<file path="src/rtl/uart_pkg.sv">
// uart_pkg: shared UART frame constants, receiver state encoding and vote helper
package uart_pkg;
  localparam int DATA_BITS = 8;
  localparam int CLKS_PER_BIT_DEF = 434;
  typedef enum logic [2:0] {IDLE, START, DATA, STOP, BREAK} rx_state_t;
  function automatic logic maj3(input logic a, input logic b, input logic c);
    return (a & b) | (a & c) | (b & c);
  endfunction
endpackage

</file>
<file path="src/rtl/uart_rx_if.sv">
// uart_rx_if: byte output handshake and status flags of the UART receiver
interface uart_rx_if;
  import uart_pkg::*;
  logic [DATA_BITS-1:0] data_out;
  logic data_valid;
  logic data_ready;
  logic frame_err;
  logic overrun;
  logic busy;
  modport master(output data_out, data_valid, frame_err, overrun, busy, input data_ready);
  modport slave(input data_out, data_valid, frame_err, overrun, busy, output data_ready);
endinterface

</file>
<file path="src/rtl/sync_ff.sv">
// sync_ff: N-stage synchroniser for asynchronous inputs with a selectable reset value
module sync_ff #(
  parameter int N = 2,
  parameter int W = 1
) (
  input  logic         clk,
  input  logic         rst,
  input  logic [W-1:0] rst_val,
  input  logic [W-1:0] d,
  output logic [W-1:0] q
);
  logic [N-1:0][W-1:0] chain;
  always_ff @(posedge clk or posedge rst)
    if (rst) chain <= {N{rst_val}};
    else chain <= {chain[N-2:0], d};
  assign q = chain[N-1];
endmodule

</file>
<file path="src/rtl/uart_rx.sv">
// uart_rx: 8N1 receiver with majority-voted sampling and a one-deep valid/ready holding register
module uart_rx
  import uart_pkg::*;
#(
  parameter int CLKS_PER_BIT = CLKS_PER_BIT_DEF,
  parameter int SYNC_STAGES  = 2
) (
  input  logic      clk,
  input  logic      rst,
  input  logic      rx,
  uart_rx_if.master bus
);
  localparam int CW = $clog2(CLKS_PER_BIT);
  localparam int BW = $clog2(DATA_BITS);
  localparam logic [CW-1:0] M = CW'(CLKS_PER_BIT / 2);
  localparam logic [CW-1:0] LAST = CW'(CLKS_PER_BIT - 1);
  rx_state_t state;
  logic rx_s, s_a, s_b, vote, at_smp;
  logic [CW-1:0] cnt;
  logic [BW-1:0] bit_idx;
  logic [DATA_BITS-1:0] sr;
  sync_ff #(.N(SYNC_STAGES), .W(1)) u_sync (
    .clk(clk), .rst(rst), .rst_val(1'b1), .d(rx), .q(rx_s)
  );
  assign vote = maj3(s_a, s_b, rx_s);
  assign at_smp = cnt == M + 1'b1;
  // the counter free-runs across bits so each sample lands mid-bit relative to the start edge
  always_ff @(posedge clk or posedge rst)
    if (rst) begin
      state <= IDLE;
      cnt <= '0;
      bit_idx <= '0;
      sr <= '0;
      s_a <= 1'b1;
      s_b <= 1'b1;
      bus.data_out <= '0;
      bus.data_valid <= 1'b0;
      bus.frame_err <= 1'b0;
      bus.overrun <= 1'b0;
      bus.busy <= 1'b0;
    end else begin
      bus.frame_err <= 1'b0;
      bus.overrun <= 1'b0;
      cnt <= cnt == LAST ? '0 : cnt + 1'b1;
      if (cnt == M - 1'b1) s_a <= rx_s;
      if (cnt == M) s_b <= rx_s;
      if (bus.data_ready) bus.data_valid <= 1'b0;
      case (state)
        IDLE:
          if (!rx_s) begin
            state <= START;
            cnt <= '0;
            bus.busy <= 1'b1;
          end
        START:
          if (at_smp) begin
            state <= vote ? IDLE : DATA;
            bus.busy <= !vote;
            bit_idx <= '0;
          end
        DATA:
          if (at_smp) begin
            sr <= {vote, sr[DATA_BITS-1:1]};
            bit_idx <= bit_idx + 1'b1;
            if (bit_idx == BW'(DATA_BITS - 1)) state <= STOP;
          end
        STOP:
          if (at_smp) begin
            if (vote) begin
              bus.data_out <= sr;
              bus.data_valid <= 1'b1;
              bus.overrun <= bus.data_valid & !bus.data_ready;
              state <= IDLE;
              bus.busy <= 1'b0;
            end else begin
              bus.frame_err <= 1'b1;
              state <= BREAK;
            end
          end
        BREAK:
          if (rx_s) begin
            state <= IDLE;
            bus.busy <= 1'b0;
          end
        default: begin
          state <= IDLE;
          bus.busy <= 1'b0;
        end
      endcase
    end
endmodule

</file>
<file path="src/flat_wrapper.sv">
// flat-port wrapper written by rule: the top's interface ports become plain ports
module uart_rx_flat import uart_pkg::*;
#(
  parameter int CLKS_PER_BIT = CLKS_PER_BIT_DEF,
  parameter int SYNC_STAGES  = 2
)
  (clk, rst, rx, bus_data_out, bus_data_valid, bus_frame_err, bus_overrun, bus_busy, bus_data_ready);
  uart_rx_if bus_i ();
  input  logic clk;
  input  logic rst;
  input  logic rx;
  output wire logic [$bits(bus_i.data_out)-1:0] bus_data_out;
  output wire logic [$bits(bus_i.data_valid)-1:0] bus_data_valid;
  output wire logic [$bits(bus_i.frame_err)-1:0] bus_frame_err;
  output wire logic [$bits(bus_i.overrun)-1:0] bus_overrun;
  output wire logic [$bits(bus_i.busy)-1:0] bus_busy;
  input wire logic [$bits(bus_i.data_ready)-1:0] bus_data_ready;
  assign bus_data_out = bus_i.data_out;
  assign bus_data_valid = bus_i.data_valid;
  assign bus_frame_err = bus_i.frame_err;
  assign bus_overrun = bus_i.overrun;
  assign bus_busy = bus_i.busy;
  assign bus_i.data_ready = bus_data_ready;
  uart_rx #(.CLKS_PER_BIT(CLKS_PER_BIT), .SYNC_STAGES(SYNC_STAGES)) u_core (.clk(clk), .rst(rst), .rx(rx), .bus(bus_i));
endmodule
</file>
<file path="config.mk">
export PLATFORM = sky130hd
export DESIGN_NAME = uart_rx_flat
export DESIGN_NICKNAME = d
export VERILOG_FILES = /design/src/rtl/uart_pkg.sv /design/src/rtl/uart_rx_if.sv /design/src/rtl/sync_ff.sv /design/src/rtl/uart_rx.sv /design/src/flat_wrapper.sv
export SDC_FILE = /design/constraint.sdc
export NUM_CORES = 1
export LEC_CHECK = 0
export CAP_MARGIN = 20
export CORE_AREA = 3 3 82 84
export CTS_CLUSTER_SIZE = 40
export DETAILED_ROUTE_END_ITERATION = 8
export DIE_AREA = 0 0 85 87
export PLACE_DENSITY = 0.5
export SETUP_SLACK_MARGIN = 0.1
export SYNTH_ARGS = -nofsm -noshare
export SYNTH_HDL_FRONTEND = slang
export SYNTH_SLANG_ARGS = --single-unit
</file>
<file path="constraint.sdc">
create_clock -name clk -period 1.96 [get_ports clk]
set_input_delay 0.392 -clock clk [delete_from_list [all_inputs] [get_ports clk]]
set_output_delay 0.392 -clock clk [all_outputs]
set_load 0.02 [all_outputs]
</file>
# Word level (Yosys, flattened, before mapping)
# Index checks and enable logic that the tools add are counted.
dict set report word_totals {
  output_inout_bits 12
  wordCells 78
  inputBits 4
  register_bits 39
}
dict set report op_classes {
  n_eq_ne 16
  add_sub_neg 2
  bitwise 7
  muxes 31
  n_reduce_logical 9
}
# cell count
set ops {}
lappend ops {{9-bit by 8-bit equality test with 1-bit output, second input constant} 3}
lappend ops {{3-bit 2-to-1 mux} 9}
lappend ops {{9-bit 2-to-1 mux} 3}
lappend ops {{1-bit 2-to-1 mux} 15}
lappend ops {{3-bit one-hot mux with 5 select lines} 1}
lappend ops {{6-bit AND reduction} 2}
lappend ops {{2-bit by 1-bit != test with 1-bit output, second input constant} 5}
lappend ops {{9-bit by 1-bit adder with 9-bit output, second input constant} 1}
lappend ops {{9-bit equality test, second input constant} 1}
lappend ops {{3-bit by 2-bit equality test with 1-bit output, second input constant} 2}
lappend ops {{3-bit equality test, second input constant} 2}
lappend ops {{3-bit one-hot mux with 2 select lines} 1}
lappend ops {{3-bit AND reduction} 2}
lappend ops {{1-bit one-hot mux with 5 select lines} 1}
lappend ops {{1-bit bitwise AND} 4}
lappend ops {{2-bit != test, second input constant} 2}
lappend ops {{3-bit by 1-bit adder with 3-bit output, second input constant} 1}
lappend ops {{3-bit by 1-bit equality test with 1-bit output, second input constant} 1}
lappend ops {{3-bit logical NOT} 1}
lappend ops {{1-bit logical NOT} 2}
lappend ops {{2-bit 2-to-1 mux} 1}
lappend ops {{1-bit OR} 2}
lappend ops {{2-bit AND reduction} 1}
lappend ops {{2-bit nonzero test} 1}
lappend ops {{1-bit NOT} 1}

# Logic depth before layout (Yosys ltp)
dict set report depth {
  ltp_word 6
  ltp_mapped 6
  mapped_depth_nobuf 6
}

# Least setup slack after synthesis
# Ideal clock, no wire load.
dict set report synth_timing {
  kind {reg2reg}
  from {register u_core.cnt[2]}
  to {register u_core.bus.data_out[0]}
  required_ns 1.835
  arrival_time_ns 1.536
  period_less_slack_ns 1.660
  path_slack_ns 0.300
  stages_incl_launch_ff 6
  cell_sequence {dfrtp_1 -> and4bb_2 -> nand4b_1 -> buf_4 -> nor2_8 -> mux2_2}
}
dict set report synth_via {
  elab_chain_len 2
}
# element line_no
set synth_lines {}
lappend synth_lines {{start: declaration} uart_rx.sv:19} ;# logic [CW-1:0] cnt;
lappend synth_lines {{start signal: assignment} uart_rx.sv:44} ;# cnt <= cnt == LAST ? '0 : cnt + 1'b1;
lappend synth_lines {{9-bit by 8-bit equality test with 1-bit output} uart_rx.sv:26} ;# assign at_smp = cnt == M + 1'b1;
lappend synth_lines {{3-bit AND reduction (no line)} n/a}
lappend synth_lines {{end signal: assignment} uart_rx.sv:70} ;# bus.data_out <= sr;
lappend synth_lines {{end: declaration} uart_rx_if.sv:10} ;# modport master(output data_out, data_valid, frame_err, overrun, busy, input data_ready);
# Every way passes these cells.
# A chain may end at the register's enable or synchronous reset.

# Final worst setup path
dict set report layout_timing {
  from {register u_core.cnt[2]}
  to {register u_core.bus.data_out[5]}
}
# Same word-level chain as after synthesis.

==> flow_summary_export.csv <==
group,metric,value,unit
clocking,cts_resized,0,
worst_setup_path,cp.required,2.14,ns
sta,finalWorstSetupSlack,0.210,ns
yosys,yosys_warnings,0,
final_layout,layout_common_cells,"34 x dfrtp_1, 19 x mux2_2, 15 x clkdlybuf4s50_1",
job,drv_cap,0,
detailed_routing,num_vias,1218,
worst_setup_path,arrival,1.93,ns
die,fp-row-count,28,
power,ir_drop,0.000306,V
worst_setup_path,r2r_slack,0.21,ns
final_layout,area_growth_syn_to_layout,24.3,%
yosys,yosysSeqAreaShare,54.1,%
placed_design,place_hpwl,2380,um
detailed_routing,drcViolationCount,0,
power,powerDensity,720,mW/mm2
final_layout,drive_gt1_share,26.0,%
final_layout,ff_latch_area,982,um2
global_route,grt_overflow,0,
final_layout,layout.nets,190,
final_layout,final_common_cell,"dfrtp_1",
die,core_area,0.00599,mm2
worst_setup_path,cp_cell_sequence,"and4bb_2 -> nand4b_1 -> buf_6 -> nor2_8 -> mux2_2",
placed_design,gp_congestion,0.785,
worst_setup_path,end_kind,"register",
clocking,post_cts_buffers,0,
die,die_area,0.00740,mm2
global_route,grt_max_degree,40,
die,die_h,87,um
sta,hold_viol_final,0,
global_route,antenna_found_initial,0,
final_layout,fin_util,37.6,%
sta,tightest_slew,0.341,ns
detailed_routing,drt_first_pass_iters,4,
worst_setup_path,worstPathMaxFanout,10,
worst_setup_path,startpoint,"u_core.cnt[2]",
clocking,cts_tree,"yes",
global_route,met1_usage,13.1,%
clocking,cts_buffer_depth,2,
detailed_routing,viasPerCell,4.76,
final_layout,multi_input_area,783,um2
placed_design,dp_worst_setup_slack,0.143,ns
power,p_leak,1.02,nW
sta,hold-worst-slack,0.358,ns
worst_setup_path,r2r-start,"u_core.cnt[2]",
sta,rsz0062_at_grt,"false",
global_route,met3_usage,2.93,%
yosys,synth_area_per_cell,11.8,um2
global_route,grt_pass1_vias,1212,
die,io-pin-count,16,
sta,setup_viol,0,
yosys,synth_cell_type_count,39,
detailed_routing,finalWirelength,3330,um
global_route,grt_use_met2,14.9,%
global_route,busiest_layer,"met2",
global_route,grt_pass1_wl,5760,um
clocking,htreeDepth,2,
yosys,synth_nets,164,
yosys,synth.cell_area,0.00181,mm2
final_layout,nFillCells,572,
worst_setup_path,criticalPathCategory,"register to register",
hold_path,hold_path_class,"register to register",
clocking,clk_pin_slew,0.07,ns
worst_setup_path,start_kind,"register",
die,start_util,30.2,%
clocking,cts.sink_count,39,
sta,fin_crit_sh,89.3,%
sta,skew,0.00644,ns
detailed_routing,antenna_left,0,
placed_design,port_buffers,15,
sta,report.final.slew_viol_count,0,
worst_setup_path,slowest_stage,"dfrtp_2",
global_route,grt.total_usage,9.90,%
worst_setup_path,max_stage_delay,0.45,ns
yosys,synthCells,154,
run_status,status,"finished clean",
yosys,ys_seq_elements,39,
hold_path,min-delay-start,"u_core.u_sync.chain[0]",
detailed_routing,wl_per_cell,13.0,um
final_layout,diodes,0,
detailed_routing,drt_iter0_markers,95,
clocking,postCtsHoldBufs,0,
clocking,clk_latency,0.29,ns
sta,slew_headroom,77.2,%
clocking,cts_root_buf,"clkbuf_8",
sta,period_needed,1.75,ns
die,die_x,85,um
clocking,numCtsBuffers,5,
sta,tns,0,ns
sta,max_freq,571,MHz
-- through the flow --
step,total power [W],cells,cell area [um2]
detailed placement,0.000857,248,2110
CTS,0.00165,256,2250
floorplan,0.000840,154,1810
finish,0.00162,256,2250
global placement,0.000856,248,2110
global route,0.00169,256,2250
-- registers in the layout, summed over array words and instances, names as in the netlist, 3 cells and up --
signal,cells
u_core.state,3
u_core.sr,8
u_core.cnt,9
u_core.bit_idx,3
u_core.bus.data_out,8
-- cells in the mapped netlist --
| master | number | area [um2] |
|---|---|---|
| and4bb_2 | 1 | 12.5 |
| mux2_2 | 19 | 214 |
| nand4_1 | 3 | 18.8 |
| nor2_1 | 11 | 41.3 |
| o21bai_1 | 1 | 7.51 |
| xnor2_1 | 1 | 8.76 |
| nor3_1 | 2 | 10.0 |
| a31o_2 | 1 | 8.76 |
| nand3_1 | 3 | 15.0 |
| nor2_2 | 1 | 6.26 |
| nand2b_1 | 1 | 6.26 |
| nor2_8 | 1 | 20.0 |
| nand2_1 | 13 | 48.8 |
| dfrtp_1 | 35 | 876 |
| a21oi_1 | 2 | 10.0 |
| a311oi_1 | 1 | 8.76 |
| o21ai_0 | 8 | 40.0 |
| buf_4 | 1 | 7.51 |
| nor4bb_1 | 1 | 10.0 |
| maj3_1 | 1 | 10.0 |
| inv_1 | 7 | 26.3 |
| ha_1 | 6 | 75.1 |
| o41ai_2 | 1 | 16.3 |
| nor3b_1 | 2 | 15.0 |
| or3b_2 | 1 | 8.76 |
| nand4b_1 | 1 | 8.76 |
| o22ai_1 | 1 | 6.26 |
| xor2_1 | 6 | 52.6 |
| nor2b_1 | 3 | 18.8 |
| o211ai_1 | 2 | 15.0 |
| and4_1 | 2 | 17.5 |
| and2_1 | 2 | 12.5 |
| o311ai_0 | 1 | 8.76 |
| o32ai_1 | 1 | 8.76 |
| clkbuf_1 | 4 | 15.0 |
| and3_1 | 1 | 6.26 |
| nor4_1 | 1 | 6.26 |
| dfstp_2 | 4 | 105 |
| and3b_1 | 1 | 8.76 |
-- worst max-delay path, delay by kind of cell, from the launching register on --
kind / cells / cell delay (ns)
AND/OR/NAND/NOR: 3 / 0.64
flip-flops: 1 / 0.45
multiplexers: 1 / 0.35
buffers and inverters: 1 / 0.19
-- where the power goes --
part           internal [W]  switching (W)  total [W]
clock              0.000509       0.000274   0.000783
sequential         0.000808     0.00000325   0.000811
combinational     0.0000104      0.0000177  0.0000281
total               0.00133       0.000295    0.00162
-- worst paths after layout --
kind,to,cells past startpoint
setup / recovery,u_core.bus.data_out[5],5
hold / removal,u_core.u_sync.q,0
setup reg to reg,u_core.bus.data_out[5],5
hold reg to reg,u_core.u_sync.q,0
max in group asynchronous,u_core.s_a,3
min in group asynchronous,u_core.sr[4],3
-- routing by layer --
layer  part of all wire [%]  routed length [um]  vias to the layer above
met2                     46                1530                       23
met3                    3.9                 130                        7
met5                      0                   0                        -
met4                    1.7                  58                        0
met1                     48                1610                      596
li1                       -                   -                      592
-- final cells by class --
cell class | instances | area share, %
clock buffer | 6 | 3.22
multi-input combinational | 103 | 34.8
clock inverter | 2 | 2.67
sequential | 39 | 43.6
tap | 75 | 4.17
inverter | 7 | 1.17
timing repair buffer | 24 | 10.4
-- cells by family (layout without fill, tap and decap cells) --
group	count (synthesis)	in the layout	synth area share [%]
AOI/OAI and AO/OA	19	19	7.18
DFF	39	39	54.1
muxes	19	19	11.8
and+or+nand+nor	51	51	16.1
xor gates and xnor gates	7	7	3.38
buffers and inverters	12	39	2.69
adders and majority gates	7	7	4.70
No activity file was read; power rests on OpenSTA's default activity.
